## config.mk

```make
export PLATFORM = sky130hd
export DESIGN_NAME = dflipflop_chain_load_sequencer
export DESIGN_NICKNAME = d
export VERILOG_FILES = /design/src/rtl/dflipflop_seq_pkg.sv /design/src/rtl/dflipflop_seq_shifter.sv /design/src/rtl/dflipflop_chain_load_sequencer.sv
export SDC_FILE = /design/constraint.sdc
export NUM_CORES = 1
export LEC_CHECK = 0
export CORE_MARGIN = 3
export CORE_UTILIZATION = 51
export CTS_CLUSTER_DIAMETER = 30
export DETAILED_ROUTE_END_ITERATION = 6
export PLACE_DENSITY = 0.78
export SLEW_MARGIN = 10
export SYNTH_ARGS = -nofsm -noshare
export SYNTH_HDL_FRONTEND = slang
export SYNTH_HIERARCHICAL = 1
export SYNTH_SLANG_ARGS = --single-unit
```

## constraint.sdc

```tcl
create_clock -name input_clock_clk -period 2.1 [get_ports input_clock_clk]
set_clock_uncertainty 0.15 [all_clocks]
set_input_delay 0.42 -clock input_clock_clk [delete_from_list [all_inputs] [get_ports input_clock_clk]]
set_output_delay 0.42 -clock input_clock_clk [all_outputs]
set_load 0.05 [all_outputs]
```

## src/rtl/dflipflop_seq_pkg.sv

```systemverilog
// Shared types and helpers for the flip-flop chain load sequencer.
// State encodings are fixed here so the enum and any external decode agree.
package dflipflop_seq_pkg;

  localparam logic [1:0] ST_IDLE_ENC   = 2'd0;
  localparam logic [1:0] ST_SHIFT_ENC  = 2'd1;
  localparam logic [1:0] ST_SETTLE_ENC = 2'd2;
  localparam logic [1:0] ST_UPDATE_ENC = 2'd3;

  typedef enum logic [1:0] {
    IDLE   = ST_IDLE_ENC,
    SHIFT  = ST_SHIFT_ENC,
    SETTLE = ST_SETTLE_ENC,
    UPDATE = ST_UPDATE_ENC
  } seq_state_t;

  // Bits needed to hold the values 0..n (never less than one bit).
  function automatic int unsigned cnt_width(input int unsigned n);
    return (n < 2) ? 1 : $clog2(n + 1);
  endfunction

endpackage

```

## src/rtl/dflipflop_seq_shifter.sv

```systemverilog
// Load/shift register feeding the chain; the head bit is a flop output.
// The word is reordered at load so shifting is always toward the MSB end.
module dflipflop_seq_shifter
  import dflipflop_seq_pkg::*;
#(
  parameter int unsigned WIDTH = 8
) (
  input  logic             clk,
  input  logic             rst_n,
  input  logic             load,
  input  logic             shift,
  input  logic             msb_first,
  input  logic [WIDTH-1:0] data,
  output logic             cur_bit
);

  logic [WIDTH-1:0] sr_q;
  logic [WIDTH-1:0] ordered;

  // Bit-reverse LSB-first words so the next bit out is always sr_q[WIDTH-1].
  always_comb begin
    ordered = '0;
    for (int unsigned i = 0; i < WIDTH; i++) begin
      ordered[i] = msb_first ? data[i] : data[WIDTH-1-i];
    end
  end

  always_ff @(posedge clk or negedge rst_n) begin
    if (!rst_n) begin
      sr_q <= '0;
    end else if (load) begin
      sr_q <= ordered;
    end else if (shift) begin
      sr_q <= {sr_q[WIDTH-2:0], 1'b0};
    end
  end

  assign cur_bit = sr_q[WIDTH-1];

endmodule

```

## src/rtl/dflipflop_chain_load_sequencer.sv

```systemverilog
// Sequences a serial D flip-flop chain: accept word, shift WIDTH bits,
// settle, pulse update, then report done (or aborted).
module dflipflop_chain_load_sequencer
  import dflipflop_seq_pkg::*;
#(
  parameter int unsigned WIDTH      = 8,
  parameter int unsigned SETTLE_LEN = 1,
  parameter int unsigned UPDATE_LEN = 1
) (
  input  logic             input_clock_clk,
  input  logic             input_reset_rst_n,
  input  logic             input_load_valid,
  output logic             output_load_ready,
  input  logic [WIDTH-1:0] input_load_data,
  input  logic             input_msb_first,
  input  logic             input_abort,
  output logic             output_chain_d,
  output logic             output_chain_shift_en,
  output logic             output_chain_update,
  output logic             output_busy,
  output logic             output_done,
  output logic             output_aborted
);

  localparam int unsigned CW   = cnt_width(WIDTH);
  localparam int unsigned TMAX = (SETTLE_LEN > UPDATE_LEN) ? SETTLE_LEN : UPDATE_LEN;
  localparam int unsigned TW   = cnt_width(TMAX);

  localparam logic [CW-1:0] BIT_LAST    = CW'(WIDTH - 1);
  localparam logic [TW-1:0] SETTLE_LAST = TW'((SETTLE_LEN > 0) ? SETTLE_LEN - 1 : 0);
  localparam logic [TW-1:0] UPDATE_LAST = TW'(UPDATE_LEN - 1);

  seq_state_t    state_q, state_n;
  logic [CW-1:0] bit_cnt_q, bit_cnt_n;
  logic [TW-1:0] tmr_q, tmr_n;
  logic          load_word, shift_word;
  logic          done_n, aborted_n;
  logic          shift_en_q, update_q, busy_q, done_q, aborted_q;

  always_comb begin
    state_n    = state_q;
    bit_cnt_n  = bit_cnt_q;
    tmr_n      = tmr_q;
    load_word  = 1'b0;
    shift_word = 1'b0;
    done_n     = 1'b0;
    aborted_n  = 1'b0;
    case (state_q)
      IDLE: begin
        if (input_load_valid) begin
          state_n   = SHIFT;
          bit_cnt_n = '0;
          load_word = 1'b1;
        end
      end
      SHIFT: begin
        if (input_abort) begin
          state_n   = IDLE;
          aborted_n = 1'b1;
        end else if (bit_cnt_q == BIT_LAST) begin
          // No shift on the final bit so chain_d holds it through settle.
          tmr_n = '0;
          if (SETTLE_LEN > 0) state_n = SETTLE;
          else                state_n = UPDATE;
        end else begin
          bit_cnt_n  = bit_cnt_q + CW'(1);
          shift_word = 1'b1;
        end
      end
      SETTLE: begin
        if (input_abort) begin
          state_n   = IDLE;
          aborted_n = 1'b1;
        end else if (tmr_q == SETTLE_LAST) begin
          tmr_n   = '0;
          state_n = UPDATE;
        end else begin
          tmr_n = tmr_q + TW'(1);
        end
      end
      UPDATE: begin
        if (tmr_q == UPDATE_LAST) begin
          state_n = IDLE;
          done_n  = 1'b1;
        end else begin
          tmr_n = tmr_q + TW'(1);
        end
      end
      default: state_n = IDLE;
    endcase
  end

  // Outputs are registered from the next state so they align with state_q.
  always_ff @(posedge input_clock_clk or negedge input_reset_rst_n) begin
    if (!input_reset_rst_n) begin
      state_q    <= IDLE;
      bit_cnt_q  <= '0;
      tmr_q      <= '0;
      shift_en_q <= 1'b0;
      update_q   <= 1'b0;
      busy_q     <= 1'b0;
      done_q     <= 1'b0;
      aborted_q  <= 1'b0;
    end else begin
      state_q    <= state_n;
      bit_cnt_q  <= bit_cnt_n;
      tmr_q      <= tmr_n;
      shift_en_q <= (state_n == SHIFT);
      update_q   <= (state_n == UPDATE);
      busy_q     <= (state_n != IDLE);
      done_q     <= done_n;
      aborted_q  <= aborted_n;
    end
  end

  dflipflop_seq_shifter #(
    .WIDTH(WIDTH)
  ) u_shifter (
    .clk      (input_clock_clk),
    .rst_n    (input_reset_rst_n),
    .load     (load_word),
    .shift    (shift_word),
    .msb_first(input_msb_first),
    .data     (input_load_data),
    .cur_bit  (output_chain_d)
  );

  assign output_load_ready     = (state_q == IDLE);
  assign output_chain_shift_en = shift_en_q;
  assign output_chain_update   = update_q;
  assign output_busy           = busy_q;
  assign output_done           = done_q;
  assign output_aborted        = aborted_q;

endmodule
```

---- After elaboration in Yosys (flattened, before gate mapping) ----
Cells that the tools add are included.
W data, S select, Z words.
cells by class
  reduce and logical (&&, ||, !) cells .... 8
  divide/modulo/power cells ............... 0
  shift operators ......................... 0
  bitwise logic cells ..................... 0
  add/subtract/negate cells ............... 2
  $mul .................................... 0
  equal/unequal tests ..................... 11
  multiplexer cells ....................... 35
  order comparisons ....................... 0
operator list
  cell                   count
  $mux W1                21
  $mux W8                2
  $mux W2                6
  $mux W4                3
  $ne A2 B2 Y1 const B   5
  $pmux W2 S4            1
  $pmux W4 S2            1
  $reduce_and A4 Y1      2
  $eq A2 B2 Y1 const B   3
  $reduce_bool A2 Y1     3
  $add A4 B1 Y4 const B  1
  $eq A2 B1 Y1 const B   2
  $eq A4 B3 Y1 const B   1
  $pmux W1 S3            1
  $reduce_bool A3 Y1     1
  $logic_not A2 Y1       1
  $reduce_or A2 Y1       1
  $add A1 B1 Y1 const B  1
storage, ports and cells
  input port bits ......................... 13
  memories ................................ 0
  logic and storage cells ................. 65
  output and inout port bits .............. 7
  RAM bits ................................ 0
  memory bits (read-only) ................. 0
  flip-flop bits (word level) ............. 20
  bits in latches ......................... 0

---- Logic depth before layout (Yosys ltp) ----
Gate-level depths: netlist of the first run.
  depth after elaboration ................. 6
  gate-level depth with buffers ........... 8
  depth with buffers taken out ............ 7

---- Hierarchy ----
Netlist of the first run, hierarchy kept.
modules (own cells, without submodules)
  module                          area an instance (µm²)  cells each  seq. area each (µm²)  instances
  dflipflop_chain_load_sequencer  660.6                   64          275.3                 1
  dflipflop_seq_shifter           460.4                   35          200.2                 1

---- Least setup slack after synthesis of the first run ----
Ideal clock, no wire load.
  kind .................................... input-to-reg
  start ................................... in state_q[0]
  end ..................................... reg update_q (netlist: output_chain_update)
  setup time .............................. 130 ps
  buffers on the path ..................... 1
  path slack .............................. 76 ps
  cell stages on the path ................. 7
  required time ........................... 1820 ps
  data arrival time ....................... 1744 ps
  cell sequence ........................... dfrtp_1 inv_1 ha_1 buf_2 nor3b_1 a2bb2oi_2 nor2_1
between the ends
  elaborated cells on any way between the ends .. 12
  those cells by class .................... eq/ne (4); mux (7); reduce/logical (1)
RTL lines
  what                   RTL line                               RTL
  from (decl)            dflipflop_chain_load_sequencer.sv:33   seq_state_t state_q, state_n;
  $logic_not A2 Y1       -
  via output_load_ready  dflipflop_chain_load_sequencer.sv:13   output logic output_load_ready,
  $pmux W2 S4            dflipflop_chain_load_sequencer.sv:48   case (state_q)
  $eq A2 B2 Y1           dflipflop_chain_load_sequencer.sv:109  update_q <= (state_n == UPDATE);
  to (signal assigned)   dflipflop_chain_load_sequencer.sv:109
  to (decl)              dflipflop_chain_load_sequencer.sv:38   logic shift_en_q, update_q, busy_q, done_q, aborted_q;
The timed path passes the listed nets, and every way through them passes these cells.
A chain may end at the register's enable or synchronous reset.

---- Final worst setup path of the first run ----
  start ................................... in u_shifter.sr_q[7]
  end ..................................... out output_chain_d
RTL lines
  what         RTL line                              RTL
  from (decl)  dflipflop_seq_shifter.sv:17           logic [WIDTH-1:0] sr_q;
  to (decl)    dflipflop_chain_load_sequencer.sv:17  output logic output_chain_d,
No word-level cell between the ends.

==> results of run 1 <==
layout by cell type (no fill, tap or decap), drive strengths merged, types with 3 or more instances in the layout:
master,count
buf,6
nand2b,3
nand2,5
nor2,8
mux2i,24
nor3,3
clkdlybuf4s50,18
clkbuf,4
ha,5
inv,6
dfrtp,19
area by class of cell:
class                      count  share of cell area [%]
timing repair buffer          24                    17.0
multi-input combinational     69                    43.1
tap                           27                    2.42
sequential                    19                    34.0
inverter                       6                    1.61
clock buffer                   4                    1.88
power by group:
group	leakage (uW)	switching (uW)	internal [uW]
Clock	0.0000150	110	73.8
Sequential	0.000239	102	511
Combinational	0.000379	507	415
state kept, by name (all words and copies together) (netlist names):
register / count
output_chain_update: 1
u_shifter/sr_q: 8
output_busy: 1
state_q: 2
output_done: 1
output_chain_shift_en: 1
bit_cnt_q: 4
output_aborted: 1
worst paths after layout:
path | from | to | slack [ps] | cells past startpoint
setup / recovery | u_shifter/sr_q[7]$_DFFE_PN0P_ | output_chain_d | 70 | 1
hold / removal | input_reset_rst_n | u_shifter/sr_q[7]$_DFFE_PN0P_ | 300 | 2
setup reg to reg | state_q[1]$_DFF_PN0_ | u_shifter/sr_q[7]$_DFFE_PN0P_ | 280 | 7
hold reg to reg | bit_cnt_q[3]$_DFFE_PN0P_ | bit_cnt_q[2]$_DFFE_PN0P_ | 390 | 1
max in group asynchronous | input_reset_rst_n | bit_cnt_q[1]$_DFFE_PN0P_ | 1290 | 2
min in group input_clock_clk | bit_cnt_q[3]$_DFFE_PN0P_ | bit_cnt_q[2]$_DFFE_PN0P_ | 390 | 1
repair_timing:
| action | 4_1_cts | 5_1_grt |
|---|---|---|
| cloned | 0 | 0 |
| setup buffers | 0 | 0 |
| gates resized for setup | 1 | 1 |
| endpoints found under the setup margin | 1 | 1 |
kinds of logic (layout without fill, tap and decap cells):
family,after synthesis,in the layout,share of synthesized area (%)
AOI/OAI and AO/OA,10,10,7.59
and+or+nand+nor,29,29,16.6
DFF,19,19,42.4
adders and majority gates,5,5,5.58
muxes,25,25,22.8
buffers and inverters,11,34,5.02
routing by layer:
layer / share of wire [%] / track usage, % / up-vias / wire, um
li1: - / - / 403 / -
met1: 43 / 20.6 / 387 / 912
met2: 51 / 31.0 / 23 / 1070
met3: 5.3 / 2.82 / 2 / 111
met4: 0.90 / 6.38 / 0 / 19
met5: 0 / 0 / - / 0
through the flow:
stage          hold WS (ps)  area [um^2]
2_1_floorplan         -25.6         1120
3_5_place_dp            362         1360
3_3_place_gp            358         1360
4_1_cts                 304         1390
6_report                304         1400
5_1_grt                 319         1400
==> summary.txt, run 1 <==
Run status
  • Outcome: finished clean

Power
  • Worst IR Drop VDD: around 0.87 mV
  • Pwr dens: around 1200 nW/um^2
  • Static leakage: around 0.00063 uW
  • Power after layout: about 1700 uW

Logic synthesis
  • Proportion of synthesized flip-flops having asynchronous set or reset: 100%
  • Library cell with the largest summed area after synthesis: sky130_fd_sc_hd__dfrtp_1
  • Cell area after technology mapping: between 1000 and 1500 um^2
  • Avg Synthesized Cell Area: 11.3 um^2
  • Net count after synthesis: between 100 and 150
  • Distinct cell type count of the synthesized netlist: 32
  • Number of warnings printed during yosys synthesis: 6
  • Most frequently used flop master after synthesis: sky130_fd_sc_hd__dfrtp_1
  • Gate count after technology mapping: 99
  • Ranking of synthesized cells by instance count: sky130_fd_sc_hd__mux2i_1 (24), sky130_fd_sc_hd__dfrtp_1 (19), sky130_fd_sc_hd__nor2_1 (6)
  • Count of state elements after synthesis: 19
  • Share of the synthesized area in the top cell type: between 40% and 50%
  • Cell with the most instances after synthesis: sky130_fd_sc_hd__mux2i_1
  • Count of flip-flops with a built-in enable after synthesis: 0
  • Sequential share of the synthesized area: ~42%
  • Cell types occupying the most area after synthesis: sky130_fd_sc_hd__dfrtp_1 (42%), sky130_fd_sc_hd__mux2i_1 (21%), sky130_fd_sc_hd__ha_1 (5.6%)

Finish
  • Fin cells: roughly 150
  • Antenna Diode Count: 0
  • Multi-input combinational cell area: roughly 600 um^2
  • Area grow syn2layout: 24.7%
  • Reg area: 475 um^2
  • Core Util, Final: around 70%
  • Share of final-layout standard cells stronger than drive strength 1: between 10% and 20%
  • Count of filler cells inserted in the layout: approximately 160
  • Final Net Count: ~140

CTS
  • Hold buffer count at cts: 0
  • CTS tree: yes
  • Number of buffers created by CTS: 3
  • # H-tree levels: 1
  • Clock latency on the worst-skew pair: between 200 and 300 ps
  • Worst-path clk slew: ~110 ps
  • Largest buffer count on any clock path: 2
  • Clock Sinks: 19
  • Clk root buf: sky130_fd_sc_hd__clkbuf_4

STA
  • Accumulated negative setup slack: 0 ps
  • Final count of hold timing violations: 0
  • Final worst slack: about 73 ps
  • Number of endpoints failing setup at the final stage: 0
  • Worst-case headroom to the max-slew limit: roughly two thirds
  • RSZ-0062 raised after global routing: no
  • Slew @ Worst Pin: 505 ps
  • Fin. max-slew vios: 0
  • Fraction of the cycle the final worst path needs: 96.5%
  • Clock period minus final worst setup slack: between 2000 and 2500 ps
  • FMAX: between 400 and 500 MHz

Critical path
  • Crit path capture type: output port
  • Kind of start point of the critical path: flop
  • Data required time at the worst endpoint: between 1500 and 2000 ps
  • Start-to-end type of the worst setup path: reg2out
  • Top Family by Delay on Critical Path: buffers and inverters
  • Crit path arrival time: 1460 ps
  • Maximum single-stage delay on the critical path: around 800 ps
  • Buffers plus inverters on the worst setup path: 1
  • Crit-path max FO: 2
  • CP cell instances: clkdlybuf4s50_1
  • Worst-path cell with the longest stage delay: sky130_fd_sc_hd__clkdlybuf4s50_1

Worst hold path
  • Class of the most critical hold timing path: in2async

Place
  • Post-detailed-placement half-perimeter wirelength: approximately 1500 um
  • Port Buffers: 19
  • Placer Congestion: 0.823
  • Placed Cells: roughly 150
  • Post-placement setup slack: just over 70 ps

Floorplan
  • Core outline area: 2020 um^2
  • Starting utilization of the core area: between 50% and 60%
  • Chip width: 52.9 um
  • Die Footprint: about 2800 um^2
  • Top-Level Pins: 20
  • Cell row count: 16
  • Height of the chip: about 53 um

Flow run
  • Max-cap check violation count: 0

Route
  • Avg WL per Cell: 14.2 um
  • Initial DRC count: 18
  • DRC errors left: 0
  • Vias per Instance: approximately 5.5
  • Routed vias: just over 800
  • Antenna Violating Nets Remaining: 0
  • Router iterations before antenna repair: 4
  • Total wirelength of the detailed-routed design: about 2100 um

GRT
  • Total overflow reported by the global router: 0
  • Wire length of the first global-routing pass: roughly 3600 um
  • Largest net degree at the start of global routing: 20
  • Total Routing Usage GR: 17.3%
  • Number of global-route vias before repair: approximately 830
  • Antenna violations before repair: 0
No activity file was read; power rests on OpenSTA's default activity.
==> inputs of run 2 (changes only) <==
Settings changed: CORE_MARGIN 3 to 10.
==> run 2 against run 1 <==
  * Design area unchanged
  * Clock power down 4%
  * First-iteration DRC count increased by 89%
  * Largest cell class unchanged
  * Highest routed layer unchanged
  * Maximum frequency is 0.11% lower
  * Critical path type unchanged
  * Register-to-register slack about the same
  * Die area is 60% higher
  * Sequential power about the same
==> summary.txt, run 2 (synthesis results as in run 1) <==
GRT
  • Total Routing Usage GR: 11.2%
  • Wire length of the first global-routing pass: between 4000 and 5000 um
  • Antenna violations before repair: 0
  • Largest net degree at the start of global routing: 20
  • Total overflow reported by the global router: 0
  • Number of global-route vias before repair: approximately 900

CTS
  • # H-tree levels: 1
  • Clock Sinks: 19
  • Clock latency on the worst-skew pair: 290 ps
  • CTS tree: yes
  • Clk root buf: sky130_fd_sc_hd__clkbuf_4
  • Number of buffers created by CTS: 3
  • Largest buffer count on any clock path: 2
  • Worst-path clk slew: about 100 ps

Floorplan
  • Height of the chip: 66.9 um
  • Die Footprint: around 4500 um^2
  • Top-Level Pins: 20
  • Chip width: 66.9 um
  • Core outline area: between 2000 and 2500 um^2
  • Cell row count: 16
  • Starting utilization of the core area: a little under three fifths

Critical path
  • Buffers plus inverters on the worst setup path: 1
  • Crit path arrival time: between 1000 and 1500 ps
  • Top Family by Delay on Critical Path: buffers and inverters
  • Maximum single-stage delay on the critical path: ~800 ps
  • Data required time at the worst endpoint: approximately 1500 ps
  • Worst-path cell with the longest stage delay: sky130_fd_sc_hd__clkdlybuf4s50_1
  • Kind of start point of the critical path: flop
  • CP cell instances: clkdlybuf4s50_1
  • Crit path capture type: output port
  • Start-to-end type of the worst setup path: reg2out
  • Crit-path max FO: 2

Route
  • Total wirelength of the detailed-routed design: 2230 um
  • Avg WL per Cell: between 10 and 15 um
  • Router iterations before antenna repair: 4
  • Vias per Instance: approximately 5.4
  • DRC errors left: 0
  • Antenna Violating Nets Remaining: 0
  • Routed vias: 801
  • Initial DRC count: 34

STA
  • Number of endpoints failing setup at the final stage: 0
  • FMAX: 493 MHz
  • Final count of hold timing violations: 0
  • Clock period minus final worst setup slack: between 2000 and 2500 ps
  • Accumulated negative setup slack: 0 ps
  • Slew @ Worst Pin: between 500 and 600 ps
  • RSZ-0062 raised after global routing: no
  • Worst hold margin: roughly 300 ps
  • Fin. max-slew vios: 0
  • Worst-case headroom to the max-slew limit: between 60% and 70%
  • Fraction of the cycle the final worst path needs: 96.6%

Run status
  • Outcome: finished clean

Finish
  • Most frequent standard cell in the layout excluding fill and tap cells: sky130_fd_sc_hd__mux2i_1
  • Share of final-layout standard cells stronger than drive strength 1: a little under a fifth
  • Area grow syn2layout: 24.7%
  • Number of flip-flops under the largest register name: 8
  • Top reg by flops: u_shifter/sr_q
  • Count of filler cells inserted in the layout: about 160
  • Leading cell types in the layout, fill and taps excluded: sky130_fd_sc_hd__mux2i_1 (24), sky130_fd_sc_hd__dfrtp_1 (19), sky130_fd_sc_hd__clkdlybuf4s50_1 (18)
  • Final Net Count: between 100 and 150
  • Antenna Diode Count: 0
  • Top Registers: u_shifter/sr_q x8, bit_cnt_q x4, state_q x2

Power
  • Worst IR Drop VDD: around 0.90 mV
  • Static leakage: between 0.0006 and 0.0007 uW
  • Pwr dens: 1230 nW/um^2

Flow run
  • Max-cap check violation count: 0

Place
  • Placer Congestion: 0.805
  • Port Buffers: 19

Worst hold path
  • Class of the most critical hold timing path: in2async
## run 2: path summary, 6_finish.rpt
| path | to | cells after the start | slack (ps) | from |
|---|---|---|---|---|
| worst max-delay path | output_chain_d | 1 | 70 | u_shifter/sr_q[7]$_DFFE_PN0P_ |
| worst min-delay path | bit_cnt_q[1]$_DFFE_PN0P_ | 2 | 310 | input_reset_rst_n |
| worst max register to register | u_shifter/sr_q[7]$_DFFE_PN0P_ | 6 | 280 | bit_cnt_q[0]$_DFFE_PN0P_ |
| worst min register to register | bit_cnt_q[2]$_DFFE_PN0P_ | 1 | 400 | bit_cnt_q[3]$_DFFE_PN0P_ |
| max in group asynchronous | u_shifter/sr_q[1]$_DFFE_PN0P_ | 2 | 1300 | input_reset_rst_n |
| min in group input_clock_clk | bit_cnt_q[2]$_DFFE_PN0P_ | 1 | 400 | bit_cnt_q[3]$_DFFE_PN0P_ |
## run 2: power by group
part	internal [uW]	switching (uW)
Sequential	511	103
Combinational	415	511
Clock	73.7	102
Total	1000	716
## run 2: cell type report
cell class	count	area, um^2	area share, %
clock buffer	4	26.3	1.88
multi-input combinational	69	602	43.1
sequential	19	475	34.0
inverter	6	22.5	1.61
timing repair buffer	24	238	17.0
tap	27	33.8	2.42
## run 2: repair_timing
action,in CTS,in global routing
setup buffers,0,0
endpoints found under the setup margin,1,1
hold buffers,0,0
resized for setup,1,1
## run 2: per-stage QoR
stage / util [%] / power (uW) / setup WS (ps) / cells / area [um^2]
finish: 69.1 / 1720 / 71.3 / 149 / 1400
global route: 69.1 / 1850 / 3.60 / 149 / 1400
CTS: 68.6 / 1720 / 50.1 / 149 / 1390
detailed placement: 67.2 / 1530 / 70.9 / 145 / 1360
global placement: 67.2 / 1490 / 108 / 145 / 1360
floorplan: - / 1240 / 76.4 / 99 / 1120
## run 2: routing by layer
metal / routed length (um) / GRT usage [%] / up-vias
li1: - / - / 396
met1: 978 / 12.6 / 374
met2: 1050 / 18.4 / 27
met3: 185 / 4.01 / 4
met4: 21 / 5.38 / 0
met5: 0 / 0 / -
==> inputs of run 3 (changes only) <==
Settings changed: CAP_MARGIN set to 20, CELL_PAD_IN_SITES_DETAIL_PLACEMENT set to 1, CELL_PAD_IN_SITES_GLOBAL_PLACEMENT set to 1, CORE_MARGIN 10 to 1.5, CORE_UTILIZATION 51 to 40, PLACE_DENSITY 0.78 to unset, PLACE_DENSITY_LB_ADDON set to 0.1.
==> run 3 against run 2 <==
  * Worst setup slack worse by 11 ps
  * Non-clock buffer count up 2
  * Design area up 1.7%
  * Clock power up 9%
  * Register-to-register slack about the same
  * Combinational power up 3.0%
  * Total power up 1.9%
  * Critical endpoint unchanged
  * Sequential power down 1%
==> summary.txt, run 3 (synthesis results as in run 1) <==
Run status
  • Outcome: finished clean

Route
  • Routed vias: between 800 and 900
  • Avg WL per Cell: ~15 um
  • Antenna Violating Nets Remaining: 0
  • Initial DRC count: 5
  • Vias per Instance: 5.30
  • Router iterations before antenna repair: 4
  • DRC errors left: 0
  • Total wirelength of the detailed-routed design: between 2000 and 2500 um

CTS
  • CTS tree: yes
  • Post-CTS Setup Repair Bufs: 0
  • Clk root buf: sky130_fd_sc_hd__clkbuf_4
  • Largest buffer count on any clock path: 2
  • Clock Sinks: 19
  • # H-tree levels: 1
  • Number of buffers created by CTS: 3
  • Hold buffer count at cts: 0
  • Worst-path clk slew: approximately 120 ps
  • Clock latency on the worst-skew pair: around 300 ps

GRT
  • Total overflow reported by the global router: 0
  • Largest net degree at the start of global routing: 20
  • Wire length of the first global-routing pass: about 4000 um
  • Number of global-route vias before repair: just under 900
  • Antenna violations before repair: 0
  • Total Routing Usage GR: 15.9%

Finish
  • Number of flip-flops under the largest register name: 8
  • Most frequent standard cell in the layout excluding fill and tap cells: sky130_fd_sc_hd__mux2i_1
  • Top Registers: u_shifter/sr_q x8, bit_cnt_q x4, state_q x2
  • Design Area, Final: about 1400 um^2
  • Leading cell types in the layout, fill and taps excluded: sky130_fd_sc_hd__mux2i_1 (24), sky130_fd_sc_hd__dfrtp_1 (19), sky130_fd_sc_hd__clkdlybuf4s50_1 (18)
  • Reg area: about 480 um^2
  • Area grow syn2layout: 26.8%
  • Final Net Count: 143
  • Top reg by flops: u_shifter/sr_q
  • Multi-input combinational cell area: just under 600 um^2
  • Antenna Diode Count: 0
  • Core Util, Final: around 52%
  • Count of filler cells inserted in the layout: approximately 310
  • Share of final-layout standard cells stronger than drive strength 1: between 20% and 30%

STA
  • Final count of hold timing violations: 0
  • Worst-case headroom to the max-slew limit: between 60% and 70%
  • Fin. max-slew vios: 0
  • Clock period minus final worst setup slack: 2040 ps
  • Fraction of the cycle the final worst path needs: a little over nine tenths
  • RSZ-0062 raised after global routing: no
  • Slew @ Worst Pin: just over 500 ps
  • Number of endpoints failing setup at the final stage: 0
  • Accumulated negative setup slack: 0 ps
  • FMAX: between 400 and 500 MHz

Power
  • Combinational cell fraction of total power: a little over half
  • Worst IR Drop VDD: about 0.77 mV
  • Static leakage: about 0.00065 uW
  • Pwr dens: ~1200 nW/um^2
  • Switching component of the power: 734 uW
  • Share of power burned in registers: 34.6%
  • Sw Share: a little over two fifths
  • Internal power summed over all cells: between 1000 and 1500 uW
  • Share of power burned in the clock network: about 11%

Critical path
  • Number of cells on the worst reg-to-reg path: 6
  • Crit path arrival time: around 1500 ps
  • Top Family by Delay on Critical Path: buffers and inverters
  • Maximum single-stage delay on the critical path: approximately 800 ps
  • Data required time at the worst endpoint: 1530 ps
  • Crit-path max FO: 2
  • CP cell instances: clkdlybuf4s50_1
  • Worst-path cell with the longest stage delay: sky130_fd_sc_hd__clkdlybuf4s50_1
  • Buffers plus inverters on the worst setup path: 1
  • Cell count along the critical path: 1
  • Start-to-end type of the worst setup path: reg2out
  • Crit path capture type: output port
  • Kind of start point of the critical path: flop

Floorplan
  • Chip width: 55.9 um
  • Height of the chip: 55.9 um
  • Die Footprint: approximately 3100 um^2
  • Cell row count: 19
  • Core outline area: 2710 um^2
  • Top-Level Pins: 20
  • Starting utilization of the core area: 41.4%

Place
  • Port Buffers: 19
  • Placer Congestion: 0.764
  • DP Area: 1390 um^2
  • Post-detailed-placement half-perimeter wirelength: roughly 1800 um

Worst hold path
  • Class of the most critical hold timing path: in2async

Flow run
  • Max-cap check violation count: 0
[run 3: path summary, 6_finish.rpt]
check                                            startpoint                            end  slack, ps
setup / recovery              u_shifter/sr_q[7]$_DFFE_PN0P_                 output_chain_d         60
hold / removal                            input_reset_rst_n       bit_cnt_q[0]$_DFFE_PN0P_        300
setup reg to reg                   bit_cnt_q[0]$_DFFE_PN0P_  u_shifter/sr_q[3]$_DFFE_PN0P_        280
hold reg to reg                    bit_cnt_q[2]$_DFFE_PN0P_       bit_cnt_q[2]$_DFFE_PN0P_        400
max in group asynchronous                 input_reset_rst_n  u_shifter/sr_q[3]$_DFFE_PN0P_       1290
min in group input_clock_clk       bit_cnt_q[2]$_DFFE_PN0P_       bit_cnt_q[2]$_DFFE_PN0P_        400
[run 3: layer usage]
layer	GRT usage (%)	wire [um]	vias up
li1	-	-	402
met1	21.1	1040	407
met2	27.0	1170	10
met3	2.79	76	2
met4	4.08	11	0
met5	0	0	-
[run 3: repair_timing]
action / 4_1_cts / 5_1_grt
endpoints found under the setup margin: 0 / 1
gates resized for setup: 0 / 1
endpoints found under the hold margin: 0 / 0
[run 3: power groups by stage]
stage	Sequential [uW]	Clock, uW	Combinational, uW
global route	627	208	1030
global placement	608	0	935
detailed placement	611	0	961
finish	605	191	954
CTS	605	199	963
floorplan	721	0	522
[run 3: metrics by stage]
stage               total power (uW)  setup slack, ps  hold slack (ps)  cells
detailed placement              1570              105              383    151
finish                          1750             60.7              299    155
global placement                1540              160              362    151
CTS                             1770             10.9              298    155
global route                    1860             30.7              306    155
floorplan                       1240             76.4            -25.6     99
[run 3: cell type report]
class,count,area share [%]
Inverter,6,1.58
Multi-Input combinational cell,69,41.6
Clock buffer,3,1.58
Timing Repair Buffer,26,18.7
Tap cell,31,2.73
Sequential cell,19,33.5
Clock inverter,1,0.352
